[src/rtl/pipe_in_verify.sv]
// Pipe In receive checker: compares incoming words against a reference pattern and
// models a throttled virtual FIFO. Optional first-error capture: PIPE_IN_ERR_CAPTURE_EN.
module pipe_in_verify #(
  parameter int unsigned WIDTH        = 32,
  parameter int unsigned DEPTH_LOG2   = 16,
  parameter int unsigned READY_MARGIN = 1024,
  parameter int unsigned THROTTLE_W   = 32
) (
  input  logic                  clk,
  input  logic                  reset,
  input  logic                  pipe_in_write,
  input  logic [WIDTH-1:0]      pipe_in_data,
  output logic                  pipe_in_ready,
  input  logic                  throttle_set,
  input  logic [THROTTLE_W-1:0] throttle_val,
  input  logic [2:0]            pattern,
  input  logic [31:0]           seed,
  output logic [31:0]           error_count,
  output logic [31:0]           word_count,
  output logic [DEPTH_LOG2:0]   level,
  output logic                  overflow,
  output logic                  first_err_valid,
  output logic [31:0]           first_err_index,
  output logic [WIDTH-1:0]      first_err_expected,
  output logic [WIDTH-1:0]      first_err_received
);

  localparam int unsigned LANES = WIDTH / 32;
  localparam int unsigned LVL_W = DEPTH_LOG2 + 1;
  localparam logic [LVL_W-1:0] LVL_FULL  = {1'b1, {DEPTH_LOG2{1'b0}}};
  localparam logic [LVL_W-1:0] LVL_READY = LVL_FULL - LVL_W'(READY_MARGIN);

  logic [2:0]            mode_q;
  logic [31:0]           cnt_q, cnt_d;
  logic [31:0]           lfsr_q, lfsr_d;
  logic [WIDTH-1:0]      walk_q, walk_d;
  logic [31:0]           err_q, err_d;
  logic [31:0]           words_q, words_d;
  logic [LVL_W-1:0]      level_q, level_d;
  logic                  ovf_q, ovf_d;
  logic                  ready_q, ready_d;
  logic [THROTTLE_W-1:0] thr_q, thr_d;
  logic [WIDTH-1:0]      expected_c;
  logic                  mismatch_c;

  // Reference word derived from the generator state registers
  always_comb begin
    expected_c = '0;
    case (mode_q)
      3'd0: for (int unsigned k = 0; k < LANES; k++) expected_c[32*k +: 32] = cnt_q + 32'(k);
      3'd1: for (int unsigned k = 0; k < LANES; k++) expected_c[32*k +: 32] = lfsr_q ^ 32'(k);
      3'd2: expected_c = walk_q;
      3'd3: expected_c = ~walk_q;
      default: expected_c = '0;
    endcase
  end

  assign mismatch_c = pipe_in_write && (pipe_in_data != expected_c);

  always_comb begin
    cnt_d   = cnt_q;
    lfsr_d  = lfsr_q;
    walk_d  = walk_q;
    err_d   = err_q;
    words_d = words_q;
    level_d = level_q;
    ovf_d   = ovf_q;
    thr_d   = {thr_q[0], thr_q[THROTTLE_W-1:1]};
    ready_d = level_q < LVL_READY;

    if (pipe_in_write) begin
      cnt_d   = cnt_q + 32'(LANES);
      lfsr_d  = {lfsr_q[30:0], lfsr_q[31] ^ lfsr_q[21] ^ lfsr_q[1] ^ lfsr_q[0]};
      walk_d  = {walk_q[WIDTH-2:0], walk_q[WIDTH-1]};
      words_d = words_q + 32'd1;
      if (mismatch_c && (err_q != 32'hFFFF_FFFF)) err_d = err_q + 32'd1;
    end

    // Level moves on the throttle bit present before any load this cycle
    case ({pipe_in_write, thr_q[0]})
      2'b10: begin
        if (level_q == LVL_FULL) ovf_d = 1'b1;
        else                     level_d = level_q + LVL_W'(1);
      end
      2'b01: if (level_q != '0) level_d = level_q - LVL_W'(1);
      default: level_d = level_q;
    endcase

    if (throttle_set) thr_d = throttle_val;
  end

  always_ff @(posedge clk) begin
    if (reset) begin
      mode_q  <= pattern;
      cnt_q   <= '0;
      lfsr_q  <= (seed == 32'd0) ? 32'd1 : seed;
      walk_q  <= WIDTH'(1);
      err_q   <= '0;
      words_q <= '0;
      level_q <= '0;
      ovf_q   <= 1'b0;
      ready_q <= 1'b0;
      thr_q   <= throttle_val;
    end else begin
      cnt_q   <= cnt_d;
      lfsr_q  <= lfsr_d;
      walk_q  <= walk_d;
      err_q   <= err_d;
      words_q <= words_d;
      level_q <= level_d;
      ovf_q   <= ovf_d;
      ready_q <= ready_d;
      thr_q   <= thr_d;
    end
  end

  assign pipe_in_ready = ready_q;
  assign error_count   = err_q;
  assign word_count    = words_q;
  assign level         = level_q;
  assign overflow      = ovf_q;

`ifdef PIPE_IN_ERR_CAPTURE_EN
  logic             fe_valid_q;
  logic [31:0]      fe_index_q;
  logic [WIDTH-1:0] fe_exp_q, fe_rcv_q;

  // Latch only the first mismatch after reset
  always_ff @(posedge clk) begin
    if (reset) begin
      fe_valid_q <= 1'b0;
      fe_index_q <= '0;
      fe_exp_q   <= '0;
      fe_rcv_q   <= '0;
    end else if (mismatch_c && !fe_valid_q) begin
      fe_valid_q <= 1'b1;
      fe_index_q <= words_q;
      fe_exp_q   <= expected_c;
      fe_rcv_q   <= pipe_in_data;
    end
  end

  assign first_err_valid    = fe_valid_q;
  assign first_err_index    = fe_index_q;
  assign first_err_expected = fe_exp_q;
  assign first_err_received = fe_rcv_q;
`else
  assign first_err_valid    = 1'b0;
  assign first_err_index    = '0;
  assign first_err_expected = '0;
  assign first_err_received = '0;
`endif

endmodule

[config.mk]
export PLATFORM = sky130hd
export DESIGN_NAME = pipe_in_verify
export DESIGN_NICKNAME = d
export VERILOG_FILES = /design/src/rtl/pipe_in_verify.sv
export SDC_FILE = /design/constraint.sdc
export NUM_CORES = 1
export LEC_CHECK = 0
export BUFFER_PORTS_ARGS = -buffer_cell sky130_fd_sc_hd__buf_4
export CAP_MARGIN = 20
export CORE_ASPECT_RATIO = 0.7
export CORE_MARGIN = 10
export CORE_UTILIZATION = 50
export DETAILED_ROUTE_END_ITERATION = 8
export PLACE_DENSITY = 0.8
export SKIP_LAST_GASP = 1
export SLEW_MARGIN = 40
export SYNTH_ARGS = -nofsm -noshare
export SYNTH_HDL_FRONTEND = slang
export SYNTH_SLANG_ARGS = --single-unit
[constraint.sdc]
create_clock -name clk -period 4.65 [get_ports clk]
set_clock_uncertainty 0.15 [all_clocks]
set_input_delay 0.465 -clock clk [delete_from_list [all_inputs] [get_ports clk]]
set_output_delay 0.465 -clock clk [all_outputs]
set_load 0.05 [all_outputs]
==> run summary <==
outcome: finished, final reports clean
Clock Latency Late Sink: 0.51 ns
FFs w/ async S/R, synth: 0%
hold slack: 0.0305 ns
hpwl dp: 24800 µm
clock root buffer: clkbuf_16
most frequent CP cell: buf_4
initial drt markers: 687
Post-CTS Resized: 0
FP Rows: 47
DIE AREA: 31000 µm²
TNS Setup: 0 ns
critical path startpoint: mode_q[1]
relative slew slack: 42.6%
area grow syn2layout: 16.7%
placed cell area: 13400 µm²
global-route wire length before repair: 51800 µm
number of buffer and inverter stages on the critical path: 2
ranking of synthesized cells by area: dfxtp_1 29%, edfxtp_1 8.6%, mux2_2 6.7%
share of layout cells above drive strength 1: 21.4%
Synth top area share: 29.5%
internal reg-to-reg setup slack: 0.80 ns
metal3 WL: 2740 µm
Die Height: 150 µm
Hold Violations, Final: 0
Period Utilization, post-route: 82.8%
CP Cell Sequence: buf_4 -> mux2i_1 -> nand2_1 -> a2111oi_1 -> nand3_1 -> a32oi_1 -> o2111ai_1 -> nor4_4 -> buf_4 -> nor3_1 -> mux2_1
cells on worst reg2reg path: 11
Setup Fix Bufs, Post-CTS: 0
top sig layer: met4
ant diodes: 0
number of global-route vias before repair: 9818
Initial Utilization: 51.2%
syn_area_per_cell: 8.87 µm²
Synth Flop Type: dfxtp_1
Cell Area, Synth: 12200 µm²
Metal-1 WL: 14500 µm
#FFs+latches synth: 214
Period minus WS final: 3.85 ns
total gr overflow: 0
top-count cell post-synth: dfxtp_1
critical path required time: 4.88 ns
Synth cell types: 70
worst-margin pin slew: 0.861 ns
largest net degree at the start of global routing: 76
Max-Cap Viols: 0
RR Endpoint: error_count[0]
Max clock buf depth: 3
Leak: 0.00588 µW
Mapped Cells: 1370
total core area: 23800 µm²
Routed Antenna Nets: 0
leading area contributor after synthesis: dfxtp_1
CTS tree: built
Ys Warns: 0
initial antenna violation count: 0
final slew viol count: 0
Num CTS Buffers: 22
via total after detailed routing: 10283
IO buf count: 185
RSZ-0062 raised after global routing: false
clk sink count: 214
pwr/cell area: 346 nW/µm²
CP endpoint kind: register
FF-to-FF Start: mode_q[1]
fmax: 260 MHz
CP max FO: 50
Avg Vias per Cell: 5.52
Post-synth EDFFs: 35
peak supply drop: 386 µV
Die W: 206 µm
most frequent cells after synthesis: 179 x dfxtp_1, 159 x nor2_1, 103 x nand2_1
Pre-Repair DR Iteration Count: 5
clk slew on worst S/H paths: 0.06 ns
Finish-stage setup viols: 0
CP peak stage delay: 0.63 ns
CP max stage cell: edfxtp_1
DRC viols: 0
total track usage: 20.3%
HP Class: in2reg
Wirelength per Cell: 17.9 µm
I/O pin count: 283
Layout Nets: 1652
Final Cell Area: 14200 µm²
Critical Path End: error_count[0]
sequential element share of the synthesized area: 38.1%
CTS H-Tree Depth: 1
Crit path max-delay family: compound AO/OA/AOI/OAI gates
met2 routed WL: 15400 µm
Worst EP arrival: 4.08 ns
routability cong.: 0.896
Critical Path Stages: 11
CP Class: reg2reg
Startpoint Class: register
routed wire length: 33400 µm
metrics by stage:
step | worst slack, ns | util [%] | std cells | total power (µW)
floorplan | 1.10 | - | 1466 | 2880
global placement | 0.987 | 56.3 | 1819 | 3060
detailed placement | 0.847 | 56.3 | 1819 | 3080
CTS | 0.832 | 59.7 | 1862 | 4950
global route | 0.477 | 59.7 | 1862 | 5130
finish | 0.799 | 59.7 | 1862 | 4910
worst register-to-register path, stage by stage (launching register included):
cell and delay, ns:
edfxtp_1 0.63, buf_4 0.28, mux2i_1 0.21, nand2_1 0.11, a2111oi_1 0.46, nand3_1 0.17
a32oi_1 0.24, o2111ai_1 0.23, nor4_4 0.34, buf_4 0.43, nor3_1 0.18, mux2_1 0.32
how the worst min path moves through the flow:
stage	start	end	depth (start not counted)
final	throttle_val[0]	thr_q[0]	2
after CTS	throttle_val[0]	thr_q[0]	2
after floorplan	thr_q[1]	thr_q[0]	1
after global routing	throttle_val[0]	thr_q[0]	2
after detailed placement	thr_q[4]	thr_q[3]	1
after global placement	thr_q[6]	thr_q[5]	1
layout make-up:
class                   instances  area [µm²]
flip-flops and latches        214        4630
multi-input cells            1070        6770
clock inverters                 6        88.8
clock buffers                  34         677
repair buffers                204        1560
well taps                     318         398
inverters                      16        60.1
fillers                      2091        9570
sequential cells by signal, indices dropped and copies added, names as in the netlist:
name           count
mode_q             3
thr_q             32
pipe_in_ready      1
error_count       32
walk_q            32
lfsr_q            32
word_count        32
overflow           1
cnt_q             32
level             17
cells in the final DEF (no fill, tap or decap), drive strengths merged, types with 11 or more instances in the layout:
cell,count
dfxtp,179
nand3,29
a31oi,11
xnor2,30
nor4,26
nand4,31
o211ai,11
or2,12
or3,39
nand2,103
mux2i,65
nor2b,19
and3,29
edfxtp,35
o21ai,62
inv,16
buf,201
conb,97
nand2b,22
ha,20
mux2,75
a21oi,67
and2,11
nor2,159
clkbuf,34
xor2,46
power breakdown:
group	total (µW)	leakage [µW]	internal [µW]	switching, µW
Clock	1850	0.000369	1110	736
Combinational	991	0.00370	346	644
Sequential	2070	0.00181	1980	86.4
metal layers:
layer  vias to the layer above  global-route usage, %
met3                        46                   4.66
met2                       343                   32.4
met4                         0                   4.95
met1                      4897                   27.1
li1                       4997                      -
met5                         -                      0
cell families (layout without fill, tap and decap cells):
| group | Yosys count | after routing | synth area share, % |
|---|---|---|---|
| AO/OA/AOI/OAI | 213 | 213 | 10.9 |
| XOR/XNOR | 76 | 76 | 5.48 |
| adder cells (fa/ha/maj) | 21 | 21 | 2.22 |
| buffers and inverters | 182 | 260 | 9.24 |
| flip-flops | 214 | 214 | 38.1 |
| multiplexers | 140 | 140 | 12.3 |
| other | 1 | 97 | 0.0309 |
| AND/OR/NAND/NOR | 523 | 523 | 21.7 |
what timing repair did:
action / 4_1_cts / 5_1_grt
setup endpoints to repair: 0 / 0
endpoints found under the hold margin: 3 / 0
hold buffers: 3 / 0
No activity file was read; power rests on OpenSTA's default activity.
